--- src/rtl/multicycle_ctrl.sv ---
// Multicycle processor controller.
// Every instruction walks F0, F1, DEC, EX, M0, M1, WB, PCU (8 cycles) regardless
// of class; the class only decides which memory/writeback strobes fire.
// run/halt_req act as a simple start/stop pair: run is sampled in IDLE to start,
// and both run and halt_req are sampled in PCU to decide whether to fetch again.
// All strobes are flops loaded from the next-state value, so each one is a pure
// function of the state register with no path from any input to any output.
module multicycle_ctrl #(
    parameter int MemSize = 10,
    parameter int CntSize = 128
) (
    input  logic               clk,
    input  logic               reset,
    input  logic               run,
    input  logic               halt_req,
    input  logic [1:0]         inst_class,
    input  logic               br_taken,
    input  logic [MemSize-1:0] br_target,
    output logic               IM_enable,
    output logic               IM_read,
    output logic               IM_write,
    output logic               DM_enable,
    output logic               DM_read,
    output logic               DM_write,
    output logic               ir_load,
    output logic               alu_en,
    output logic               mdr_load,
    output logic               reg_write,
    output logic [MemSize-1:0] PC,
    output logic [CntSize-1:0] cycle_cnt,
    output logic [31:0]        inst_cnt,
    output logic               busy,
    output logic [3:0]         dbg_state
);

    typedef enum logic [3:0] {
        S_IDLE = 4'd0,
        S_F0   = 4'd1,
        S_F1   = 4'd2,
        S_DEC  = 4'd3,
        S_EX   = 4'd4,
        S_M0   = 4'd5,
        S_M1   = 4'd6,
        S_WB   = 4'd7,
        S_PCU  = 4'd8
    } state_t;

    localparam logic [1:0] CLS_ALU   = 2'b00;
    localparam logic [1:0] CLS_LOAD  = 2'b01;
    localparam logic [1:0] CLS_STORE = 2'b10;

    state_t             state;
    state_t             state_nxt;
    logic [1:0]         cls;
    logic               br_taken_q;
    logic [MemSize-1:0] br_target_q;

    logic fetch_nxt;
    logic mem_nxt;
    logic is_load;
    logic is_store;

    // The instruction memory is never written by this controller.
    assign IM_write  = 1'b0;
    assign dbg_state = state;

    assign is_load  = (cls == CLS_LOAD);
    assign is_store = (cls == CLS_STORE);

    // Next-state sequencing: fixed 8-step walk, with start/stop decisions only in IDLE and PCU.
    always_comb begin
        state_nxt = state;
        case (state)
            S_IDLE:  state_nxt = run ? S_F0 : S_IDLE;
            S_F0:    state_nxt = S_F1;
            S_F1:    state_nxt = S_DEC;
            S_DEC:   state_nxt = S_EX;
            S_EX:    state_nxt = S_M0;
            S_M0:    state_nxt = S_M1;
            S_M1:    state_nxt = S_WB;
            S_WB:    state_nxt = S_PCU;
            S_PCU:   state_nxt = (halt_req || !run) ? S_IDLE : S_F0;
            default: state_nxt = S_IDLE;
        endcase
    end

    // Phase groupings of the upcoming state, used to load the strobe flops.
    always_comb begin
        fetch_nxt = (state_nxt == S_F0) || (state_nxt == S_F1);
        mem_nxt   = (state_nxt == S_M0) || (state_nxt == S_M1);
    end

    // State register, instruction-scoped latches, PC/counters and registered strobes.
    // cls is latched leaving DEC and is therefore stable before M0/M1/WB strobes are loaded.
    always_ff @(posedge clk or posedge reset) begin
        if (reset) begin
            state       <= S_IDLE;
            cls         <= 2'b00;
            br_taken_q  <= 1'b0;
            br_target_q <= '0;
            PC          <= '0;
            cycle_cnt   <= '0;
            inst_cnt    <= '0;
            IM_enable   <= 1'b0;
            IM_read     <= 1'b0;
            DM_enable   <= 1'b0;
            DM_read     <= 1'b0;
            DM_write    <= 1'b0;
            ir_load     <= 1'b0;
            alu_en      <= 1'b0;
            mdr_load    <= 1'b0;
            reg_write   <= 1'b0;
            busy        <= 1'b0;
        end else begin
            state <= state_nxt;

            if (state != S_IDLE) begin
                cycle_cnt <= cycle_cnt + CntSize'(1);
            end

            if (state == S_DEC) begin
                cls <= inst_class;
            end

            if (state == S_EX) begin
                br_taken_q  <= br_taken;
                br_target_q <= br_target;
            end

            if (state == S_PCU) begin
                PC       <= br_taken_q ? br_target_q : PC + MemSize'(1);
                inst_cnt <= inst_cnt + 32'd1;
            end

            IM_enable <= fetch_nxt;
            IM_read   <= fetch_nxt;
            ir_load   <= (state_nxt == S_F1);
            alu_en    <= (state_nxt == S_EX);
            DM_enable <= mem_nxt && (is_load || is_store);
            DM_read   <= mem_nxt && is_load;
            DM_write  <= mem_nxt && is_store;
            mdr_load  <= (state_nxt == S_M1) && is_load;
            reg_write <= (state_nxt == S_WB) && ((cls == CLS_ALU) || is_load);
            busy      <= (state_nxt != S_IDLE);
        end
    end

endmodule

--- config.mk ---
export PLATFORM = sky130hd
export DESIGN_NAME = multicycle_ctrl
export DESIGN_NICKNAME = d
export VERILOG_FILES = /design/src/rtl/multicycle_ctrl.sv
export SDC_FILE = /design/constraint.sdc
export NUM_CORES = 1
export LEC_CHECK = 0
export ABC_AREA = 1
export CORE_ASPECT_RATIO = 1.5
export CORE_UTILIZATION = 36
export CTS_CLUSTER_DIAMETER = 60
export DETAILED_ROUTE_END_ITERATION = 8
export SLEW_MARGIN = 20
export SYNTH_ARGS = -nofsm -noshare
export SYNTH_HDL_FRONTEND = slang
export SYNTH_SLANG_ARGS = --single-unit
--- constraint.sdc ---
create_clock -name clk -period 17 [get_ports clk]
set_input_delay 5.1 -clock clk [delete_from_list [all_inputs] [get_ports clk]]
set_output_delay 5.1 -clock clk [all_outputs]
set_load 0.05 [all_outputs]
Yosys cells after proc, flatten, opt, wreduce, memory -nomap -nowiden. Cells that the tools add are included.

Equality and inequality tests: 16. Add/subtract/negate cells: 3. Muxes and demuxes: 4. Reductions and logical operators: 15.

Operator list (count): $add 128x1->128 const B (1); $pmux 4 s9 (1); $add 32x1->32 const B (1); $eq 4x3->1 const B (8); $eq 4x2->1 const B (3); $add 10x1->10 const B (1); $mux 10 (1); $eq 4x1->1 const B (2); $reduce_bool 4->1 (2); $logic_and 1x1->1 (5); $logic_or 1x1->1 (5); $eq 4x4->1 const B (1); $logic_not 4->1 (1); $eq 2x1->1 const B (1); $eq 2x2->1 const B (1); $logic_not 2->1 (1); $mux 1 (2); $logic_not 1->1 (1).

Word-level logic and storage cells: 54. Output and inout port bits: 185. Register bits after elaboration: 196.

Longest topological paths before layout.
Word-level depth: 7. Gate-level depth with buffers: 11. Mapped depth without buffers: 11.

Worst setup path before layout. No wires, ideal clock.

Kind: register to output. Start: reg IM_read. End: out IM_read. Arrival: 886 ps. Path slack: 11014 ps. Cell stages (with the launch flop): 2. Cells stage by stage: dfrtp_1 -> buf_4.

RTL lines: start, declared (line 20) `output logic IM_read,`; start signal, assigned (line 136) `IM_read <= fetch_nxt;`.

No word-level cell between the ends.

Final worst setup path.
Start: reg cycle_cnt[121]. End: out cycle_cnt[121].

RTL lines: start, declared (line 30) `output logic [CntSize-1:0] cycle_cnt,`; start signal, assigned (line 118) `cycle_cnt <= cycle_cnt + CntSize'(1);`.

No word-level cell between the ends.

==> impl_metrics.env <==
export IMPL_regArea_sq_um=4900
export IMPL_grt_start_max_net_pins=137
export IMPL_synth_area_top_cells="dfrtp_1 (41%), nand2_1 (18%), nor2_1 (8.7%)"
export IMPL_synthDistinctLibCells=36
export IMPL_multiInputGateArea_sq_um=6170
export IMPL_viasPerCell=5.02
export IMPL_period_share_pct=41.4
export IMPL_die_area_sq_um=33800
export IMPL_status="complete, no violations"
export IMPL_power_density_nw_per_um2=93.5
export IMPL_synth_edf_count=0
export IMPL_path_buf_inv=1
export IMPL_drt_initial_drc_count=561
export IMPL_hold_depth=1
export IMPL_postSynthCellCount=1664
export IMPL_setup_violations=0
export IMPL_ys_warn_count=0
export IMPL_critPathMaxStageDelay_ns=0.88
export IMPL_drc=0
export IMPL_grt_pass1_vias=11300
export IMPL_floorplan_die_height_um=225
export IMPL_cp_cell_sequence="clkdlybuf4s50_1"
export IMPL_portBuffers=200
export IMPL_n_antenna_cell=0
export IMPL_cts_tree="yes"
export IMPL_grt_pass1_wl_um=63200
export IMPL_rsz0062_at_grt="false"
export IMPL_pwr_share_seq_pct=40.7
export IMPL_fin_tns_setup_ns=0
export IMPL_grt_total_usage_pct=25.5
export IMPL_clock_sinks=196
export IMPL_fin_nets=1891
export IMPL_fin_area_sq_um=15000
export IMPL_fin_crit_ns=7.04
export IMPL_dr_pass1_iters=5
export IMPL_num_vias=11500
export IMPL_dp_cells=2263
export IMPL_p_leak_nw=6.49
export IMPL_cts_buffer_depth=2
export IMPL_dp_hpwl_um=33400
export IMPL_drv_slew=0
export IMPL_fmax_mhz=142
export IMPL_gp_congestion=0.963
export IMPL_wl_um=42000
export IMPL_fill_cells=3288
export IMPL_hold_slack_ns=0.508
export IMPL_hold_start="br_target_q[1]"
export IMPL_slew_headroom_pct=47.0
export IMPL_postRouteAntennaNets=0
export IMPL_crit_family="buffers and inverters"
export IMPL_async_flop_share_pct=100
export IMPL_post_route_util_pct=46.1
export IMPL_postPlaceCellArea_sq_um=14300
export IMPL_hp_class="flip-flop to flip-flop"
export IMPL_synth_flop_cell="dfrtp_1"
export IMPL_swShare_pct=36.8
export IMPL_synth_seq_cells=196
export IMPL_rows=81
export IMPL_ys_seq_area_share_pct=41.2
export IMPL_netlist_area_leader_share_pct=41.2
export IMPL_numCtsBuffers=17
export IMPL_grt_overflow=0
export IMPL_crit_type="flip-flop to output pin"
export IMPL_drive_above_1_share_pct=6.49
export IMPL_crit_required_ns=11.90
export IMPL_r2r_slack_ns=14.35
export IMPL_worstSetupStartpoint="cycle_cnt[121]"
export IMPL_antenna_found_initial=0
export IMPL_io_pins=202
export IMPL_wire_per_inst_um=18.3
export IMPL_p_int_uw=887
export IMPL_cap_viol_max_count=0
export IMPL_syn_to_final_growth_pct=26.1
export IMPL_hold_viol_final=0
export IMPL_fin_skew_ns=0.0124
export IMPL_core_area_sq_um=32500
export IMPL_cp_end_kind="output pin"
export IMPL_cp_data_arrival_time_ns=1.94
export IMPL_yosysMostFrequentCell="nand2_1"
export IMPL_synth_top_cells_by_count="nand2_1 (566), nor2_1 (276), dfrtp_1 (196)"
export IMPL_ff2ff_path_depth=9
export IMPL_finalNonFillerCells=2296
export IMPL_worstReg2RegEnd="cycle_cnt[107]"
export IMPL_ctsResizeCount=0
export IMPL_initial_core_util_pct=36.6
export IMPL_cp_start_kind="flip-flop"
export IMPL_clock_power_share_pct=32.7
export IMPL_cp_slowest_cell="clkdlybuf4s50_1"
export IMPL_cts_hold_buf=0
export IMPL_p_comb_share_pct=26.6
export IMPL_worst_pin_slew_ns=0.796
export IMPL_synth_area_sq_um=11900
export IMPL_postCtsSetupBuffers=0
export IMPL_r2r_start="dbg_state[3]"
export IMPL_worst_skew_pair_late_latency_ns=0.46
export IMPL_netSwitchingPower_uw=516
export IMPL_cts_root_buf="clkbuf_16"
export IMPL_hold_path_endpoint="br_target_q[1]"
export IMPL_syn_area_per_cell_sq_um=7.15
export IMPL_htree_levels=4
export IMPL_cp_max_fo=6
export IMPL_syn_nets=1687
export IMPL_die_w_um=150
export IMPL_ir_worst_vdd_v=0.0000550
export IMPL_synth_top_cell_by_area="dfrtp_1"
export IMPL_path_clk_slew_ns=0.08
kinds of logic (layout without fill, tap and decap cells):
kind of cell,after synthesis,after routing,synth area share (%)
AOI/OAI and AO/OA,34,34,1.50
xor gates and xnor gates,84,84,6.25
adders and majority gates,6,6,0.631
buffers and inverters,205,422,6.87
DFF,196,196,41.2
muxes,9,9,0.852
other,1,1,0.0315
and+or+nand+nor,1129,1129,42.6
cells in the final DEF (no fill, tap or decap), types with 2 or more instances in the layout:
| cell type | instances |
|---|---|
| nand2_1 | 566 |
| nor2_1 | 276 |
| clkdlybuf4s50_1 | 200 |
| dfrtp_1 | 196 |
| inv_1 | 186 |
| nand3_1 | 101 |
| nand4_1 | 52 |
| xor2_1 | 44 |
| xnor2_1 | 39 |
| nand3b_1 | 33 |
| nor2_2 | 25 |
| nor2_4 | 19 |
| o21ai_0 | 18 |
| nor3_1 | 17 |
| clkbuf_16 | 17 |
| nand2_2 | 13 |
| a21oi_1 | 12 |
| mux2_2 | 9 |
| nor3_2 | 7 |
| and2_1 | 6 |
| ha_1 | 6 |
| inv_8 | 5 |
| nand3_2 | 4 |
| bufinv_16 | 4 |
| nand3_4 | 3 |
| nand2_4 | 2 |
| nor2_8 | 2 |
| nor4_1 | 2 |
| inv_6 | 2 |
| clkinvlp_4 | 2 |
| clkinv_4 | 2 |
sequential cells by signal, indices dropped and copies added, names as in the netlist:
name and flops:
br_target_q 10, alu_en 1, reg_write 1, dbg_state 4, mdr_load 1, DM_enable 1
br_taken_q 1, inst_cnt 32, PC 10, DM_write 1, busy 1, IM_read 1
DM_read 1, cycle_cnt 128, cls 2, ir_load 1
power by group through the flow:
stage	clock network [mW]	logic [mW]	registers (mW)
after floorplan	0	0.160	0.680
after global placement	0	0.372	0.578
after detailed placement	0	0.376	0.578
after CTS	0.468	0.377	0.570
after global routing	0.486	0.406	0.578
final	0.459	0.374	0.570
worst max path at each step:
stage                          end  cells past startpoint  slack [ns]
global route        cycle_cnt[121]                      1        9.94
global placement         DM_enable                      3        9.75
detailed placement        DM_write                      3        9.75
finish              cycle_cnt[121]                      1        9.96
CTS                 cycle_cnt[121]                      1        9.94
floorplan                DM_enable                      1        6.56
routing by layer:
layer  GRT usage, %  part of all wire [%]  up-vias
met5              0                     0        -
met4           18.8                   7.5        0
met3           4.50                   5.5      120
met2           44.9                    50      393
met1           26.9                    37     5408
li1               -                     -     5599
stage by stage:
| stage | power (mW) | worst slack (ns) |
|---|---|---|
| 6_report | 1.40 | 9.96 |
| 2_1_floorplan | 0.840 | 6.56 |
| 3_3_place_gp | 0.950 | 9.75 |
| 3_5_place_dp | 0.955 | 9.75 |
| 4_1_cts | 1.41 | 9.94 |
| 5_1_grt | 1.47 | 9.94 |
cell type report:
class                           instances  share of cell area [%]
Clock inverter                         14                    1.43
Inverter                              188                    4.75
Sequential cell                       196                    32.7
Clock buffer                           18                    2.93
Timing Repair Buffer                  202                    13.6
Multi-Input combinational cell       1263                    41.2
Tap cell                              415                    3.46
Note: power is estimated with default switching activity, not from simulation.
